**src/rtl/writeback_retire_stage.sv**
```systemverilog
// Registered write-back/retire stage: selects load or execute data, drops r0 writes,
// issues return redirects, counts retirements and latches halt. Load alignment under WB_LOAD_ALIGN_EN.
module writeback_retire_stage #(
  parameter int unsigned DATA_W = 32,
  parameter int unsigned ADDR_W = 5,
  parameter int unsigned PC_W   = 32,
  parameter int unsigned CNT_W  = 32
) (
  input  logic              iClk,
  input  logic              iRst_n,
  input  logic              iValid,
  output logic              oReady,
  input  logic              iFlush,
  input  logic [DATA_W-1:0] iMemData,
  input  logic [DATA_W-1:0] iExuData,
  input  logic [ADDR_W-1:0] iWriteAddr,
  input  logic              iWriteEn,
  input  logic              iMemToReg,
  input  logic [1:0]        iMemSize,
  input  logic              iMemSigned,
  input  logic [1:0]        iByteOff,
  input  logic              iRetCmd,
  input  logic [PC_W-1:0]   iRetAddr,
  input  logic              iHalt,
  output logic [DATA_W-1:0] oWriteData,
  output logic [ADDR_W-1:0] oWriteAddr,
  output logic              oWriteEn,
  output logic              oRetCmd,
  output logic [PC_W-1:0]   oRetAddr,
  output logic              oHalted,
  output logic [CNT_W-1:0]  oRetireCnt
);

  localparam logic [0:0] ST_RUN    = 1'b0;
  localparam logic [0:0] ST_HALTED = 1'b1;

  logic [0:0]        state_q, state_d;
  logic [DATA_W-1:0] wdata_q, wdata_d;
  logic [ADDR_W-1:0] waddr_q, waddr_d;
  logic              we_q, we_d;
  logic              ret_q, ret_d;
  logic [PC_W-1:0]   retaddr_q, retaddr_d;
  logic [CNT_W-1:0]  cnt_q, cnt_d;

  logic              accept_c;
  logic [DATA_W-1:0] mem_aligned_c;

`ifdef WB_LOAD_ALIGN_EN
  logic [31:0] mem_lo_c;
  logic [7:0]  byte_c;
  logic [15:0] half_c;

  // Little-endian lane pick, then sign/zero fill up to DATA_W
  always_comb begin
    mem_lo_c      = iMemData[31:0];
    byte_c        = mem_lo_c[{iByteOff, 3'b000} +: 8];
    half_c        = mem_lo_c[{iByteOff[1], 4'b0000} +: 16];
    mem_aligned_c = iMemData;
    case (iMemSize)
      2'b00: begin
        mem_aligned_c       = {DATA_W{iMemSigned & byte_c[7]}};
        mem_aligned_c[7:0]  = byte_c;
      end
      2'b01: begin
        mem_aligned_c       = {DATA_W{iMemSigned & half_c[15]}};
        mem_aligned_c[15:0] = half_c;
      end
      2'b10: begin
        mem_aligned_c       = {DATA_W{iMemSigned & mem_lo_c[31]}};
        mem_aligned_c[31:0] = mem_lo_c;
      end
      default: mem_aligned_c = iMemData;
    endcase
  end
`else
  logic unused_align_c;

  assign mem_aligned_c  = iMemData;
  assign unused_align_c = ^{iMemSize, iMemSigned, iByteOff};
`endif

  assign accept_c = iValid & oReady & ~iFlush;

  // Next-state and capture logic; strobes default low so they last one cycle
  always_comb begin
    state_d   = state_q;
    wdata_d   = wdata_q;
    waddr_d   = waddr_q;
    we_d      = 1'b0;
    ret_d     = 1'b0;
    retaddr_d = retaddr_q;
    cnt_d     = cnt_q;
    case (state_q)
      ST_RUN: begin
        if (accept_c) begin
          we_d  = iWriteEn & (iWriteAddr != '0);
          ret_d = iRetCmd;
          cnt_d = cnt_q + CNT_W'(1);
          if (we_d) begin
            wdata_d = iMemToReg ? mem_aligned_c : iExuData;
            waddr_d = iWriteAddr;
          end
          if (iRetCmd) retaddr_d = iRetAddr;
          if (iHalt) state_d = ST_HALTED;
        end
      end
      default: state_d = ST_HALTED;
    endcase
  end

  always_ff @(posedge iClk or negedge iRst_n) begin
    if (!iRst_n) begin
      state_q   <= ST_RUN;
      wdata_q   <= '0;
      waddr_q   <= '0;
      we_q      <= 1'b0;
      ret_q     <= 1'b0;
      retaddr_q <= '0;
      cnt_q     <= '0;
    end else begin
      state_q   <= state_d;
      wdata_q   <= wdata_d;
      waddr_q   <= waddr_d;
      we_q      <= we_d;
      ret_q     <= ret_d;
      retaddr_q <= retaddr_d;
      cnt_q     <= cnt_d;
    end
  end

  assign oReady     = (state_q == ST_RUN);
  assign oHalted    = (state_q == ST_HALTED);
  assign oWriteData = wdata_q;
  assign oWriteAddr = waddr_q;
  assign oWriteEn   = we_q;
  assign oRetCmd    = ret_q;
  assign oRetAddr   = retaddr_q;
  assign oRetireCnt = cnt_q;

endmodule
```
**config.mk**
```make
export PLATFORM = sky130hd
export DESIGN_NAME = writeback_retire_stage
export DESIGN_NICKNAME = d
export VERILOG_FILES = /design/src/rtl/writeback_retire_stage.sv
export SDC_FILE = /design/constraint.sdc
export NUM_CORES = 1
export LEC_CHECK = 0
export CAP_MARGIN = 15
export CORE_ASPECT_RATIO = 1.25
export CORE_MARGIN = 8
export CORE_UTILIZATION = 37
export CTS_CLUSTER_DIAMETER = 60
export DETAILED_ROUTE_END_ITERATION = 10
export PLACE_DENSITY = 0.85
export SETUP_SLACK_MARGIN = 0.1
export SLEW_MARGIN = 0
export SYNTH_ARGS = -nofsm -noshare
export SYNTH_HDL_FRONTEND = slang
export SYNTH_SLANG_ARGS = --single-unit
```
**constraint.sdc**
```tcl
create_clock -name iClk -period 1.7 [get_ports iClk]
set_clock_uncertainty 0.2 [all_clocks]
set_input_delay 0.34 -clock iClk [delete_from_list [all_inputs] [get_ports iClk]]
set_output_delay 0.34 -clock iClk [all_outputs]
set_load 0.005 [all_outputs]
```
==> flow_summary_export.csv <==
group,metric,value,unit
status,status,"finished with violations",
status,violations,"negative setup slack",
setup_path,cpMostUsedCell,"buf_6",
finish,post-route-util,0.7185,
setup_path,worstPathRequired,1710,ps
placement,placed_cells,742,
logic_synthesis,syn-num-nets,473,
detailed_routing,drtIter0Drc,93,
global_route,grt_start_max_net_pins,37,
clock_network,clk_pin_slew,70,ps
finish,nets,773,
pwr,power_leakage,4.339,nW
global_route,grt_pass1_wl,23.01,mm
logic_synthesis,synth_cell_type_count,29,
logic_synthesis,postSynthCellCount,358,
placement,placed_area,7199,µm²
setup_path,slowest_stage,"dfrtp_1",
global_route,antenna_found_initial,0,
sta,tightest_slew,382.3,ps
pwr,vdd_drop_max,0.0006720,V
detailed_routing,route.detailed.wl_per_inst,18.61,µm
floorplan,coreArea,11670,µm²
logic_synthesis,synth_top_flop_cell,"dfrtp_1",
logic_synthesis,yosys-top-cells-area,"dfrtp_1 (59%), mux2_2 (8.4%), mux2i_1 (7.2%), xnor2_1 (5.7%), o21ai_0 (3.6%)",
setup_path,path_cells,"nor3b_4, buf_6, buf_6, and4_4, buf_6, nand4_1, xnor2_1",
global_route,overflow,0,
logic_synthesis,synth_top_area_cell,"dfrtp_1",
placement,port_buffers,213,
sta,slew_headroom,0.7451,
finish,drive_gt1_frac,0.3560,
floorplan,fp.dieArea,15770,µm²
setup_path,cpPeakStageDelay,410,ps
logic_synthesis,ys_warn_count,0,
finish,antenna_cells,0,
finish,multi_input_area,2190,µm²
job,maxCapViolCount,0,
clock_network,h-tree-depth,3,
sta,hold_viol,0,
setup_path,crit_path_max_fanout,8,
detailed_routing,drt-vias-per-instance,4.797,
clock_network,clkSinkCount,104,
placement,hpwl,10.63,mm
clock_network,insertion_delay,340,ps
placement,place_congestion,0.7621,
pwr,powerDensity,610.2,nW/µm²
logic_synthesis,synthArstFlopShare,1.000,
logic_synthesis,synth_seq_cells,104,
finish,finalNonFillerCells,824,
finish,seq_area,2605,µm²
floorplan,die_w,113.9,µm
logic_synthesis,ys_seq_area_frac,0.5866,
finish,nFillCells,821,
global_route,grt_pass1_vias,4424,
sta,fin_hold_ws,56.11,ps
detailed_routing,first_pass_iters,4,
detailed_routing,drc,0,
setup_path,cp-start-kind,"flip-flop",
floorplan,std_cell_rows,44,
detailed_routing,postRouteAntennaNets,0,
clock_network,cts_tree,"yes",
setup_path,end_kind,"flip-flop",
floorplan,start_util,0.3801,
finish,area_delta_synth_final,89.00,%
sta,fmax,0.5513,GHz
sta,fin_crit_sh,1.067,
sta,rsz0062_at_grt,"yes",
logic_synthesis,synth_enable_flop_cells,0,
setup_path,critical_path_class,"flip-flop to flip-flop",
floorplan,io_pins,219,
clock_network,cts_made_buffers,9,
logic_synthesis,avgSynthCellArea,12.39,µm²
floorplan,fp.dieH,138.4,µm
pwr,total_power,0.005117,W
global_route,grt.total_usage,0.1836,
sta,finalCriticalPeriod,1814,ps
logic_synthesis,synth_top_cell_area_share,0.5866,
detailed_routing,vias,3953,
sta,slew_violations,0,
sta,fin_ws,-113.8,ps
min_path,hold_path_class,"primary input to flip-flop",
finish,stdcell_area,8386,µm²
clock_network,root_buffer,"clkbuf_16",
setup_path,cp_top_family,"simple AND/OR/NAND/NOR gates",
detailed_routing,postRouteWirelength,15.33,mm
clock_network,clock_path_buffers,2,
setup_path,crit_arrival,1830,ps
setup_path,crit_buf_inv,3,
logic_synthesis,syn_area,4437,µm²
sta,setup_viol,79,
[layout make-up]
class                           count  area share
Clock buffer                        9     0.02686
Clock inverter                      7    0.007311
Inverter                            4    0.001791
Multi-Input combinational cell    228      0.2611
Sequential cell                   104      0.3107
Tap cell                          161     0.02402
Timing Repair Buffer              311      0.3682
[layout by cell type, fill, tap and decap left out, drive strengths merged, types with 2 or more instances in the layout]
master / instances
and4: 5
clkinv: 2
clkbuf: 13
nor3: 2
and3: 8
xnor2: 29
nand3: 7
nand4b: 2
nand4: 19
dfrtp: 104
and2: 3
nor2: 2
clkdlybuf4s15: 4
dlygate4sd2: 95
inv: 8
o21ai: 32
mux2: 37
xor2: 2
mux2i: 32
buf: 107
nand2: 41
clkdlybuf4s50: 100
[final timing paths]
check / slack, ps / from / cells past startpoint / end
worst max-delay path: -110 / oHalted / 7 / oRetireCnt[14]
max in group asynchronous: 500 / iRst_n / 3 / oRetAddr[23]
min in group asynchronous: 260 / iRst_n / 2 / oRetAddr[9]
worst min register to register: 290 / oWriteData[30] / 2 / oWriteData[30]
worst max register to register: -110 / oHalted / 7 / oRetireCnt[14]
worst min-delay path: 60 / iWriteAddr[4] / 2 / oWriteAddr[4]
[cells in the mapped netlist, types with 2 or more instances]
cell / n
and4_1: 5
and3_1: 8
nand4b_1: 2
and2_1: 3
dfrtp_1: 104
nand4_1: 19
nor3_1: 2
o21ai_0: 32
nor2_1: 2
clkbuf_2: 2
mux2_1: 4
buf_2: 8
mux2_2: 33
xnor2_1: 29
clkbuf_1: 6
xor2_1: 2
nand2_1: 41
inv_1: 4
mux2i_1: 32
nand3_1: 7
buf_4: 5
[cell families after synthesis]
family	Yosys count	share of synthesized area
DFF	104	0.5866
and+or+nand+nor	93	0.1131
muxes	69	0.1661
AOI/OAI and AO/OA	34	0.04117
xor gates and xnor gates	31	0.06120
buffers and inverters	26	0.02905
adders and majority gates	1	0.002820
[power breakdown]
group	internal, W	switching [W]	total (W)
clock network	0.00103	0.000981	0.00201
logic	0.000365	0.000196	0.000561
registers	0.00252	0.0000311	0.00255
total	0.00391	0.00121	0.00512
[worst reg2reg max path: cells and delay by family (launching register included)]
| kind | cells | cell delay [ps] |
|---|---|---|
| xor gates and xnor gates | 1 | 160 |
| buffers and inverters | 3 | 360 |
| DFF | 1 | 410 |
| and+or+nand+nor | 3 | 560 |
[through the flow]
stage                     setup slack (ps)  setup TNS [ps]
after floorplan                     -193.5           -7773
after global placement              -679.4          -53550
after detailed placement            -720.3          -56070
after CTS                           -95.98           -3952
after global routing                -223.2           -9279
final                               -113.8           -4014
[registers in the layout, summed over array words and instances, names as in the netlist]
| name | count |
|---|---|
| oWriteEn | 1 |
| oHalted | 1 |
| oWriteData | 32 |
| oRetAddr | 32 |
| oRetireCnt | 32 |
| oRetCmd | 1 |
| oWriteAddr | 5 |
[layer usage]
layer  part of all wire  wire [µm]  global-route usage  up-vias
li1                   -          -                   -     1859
met1               0.40       6108              0.1979     1922
met2               0.51       7862              0.3283      154
met3              0.073       1116             0.05882       18
met4              0.016        247             0.06044        0
met5                  0          0                   0        -
[what timing repair did]
action | in CTS | in global routing
cloned | 5 | 5
resized for setup | 210 | 87
endpoints found under the hold margin | 18 | 0
endpoints found under the setup margin | 204 | 103
buffers inserted | 50 | 6
hold buffers | 1 | 0
pin swaps | 17 | 53
Power figures use the tool's default switching activity.
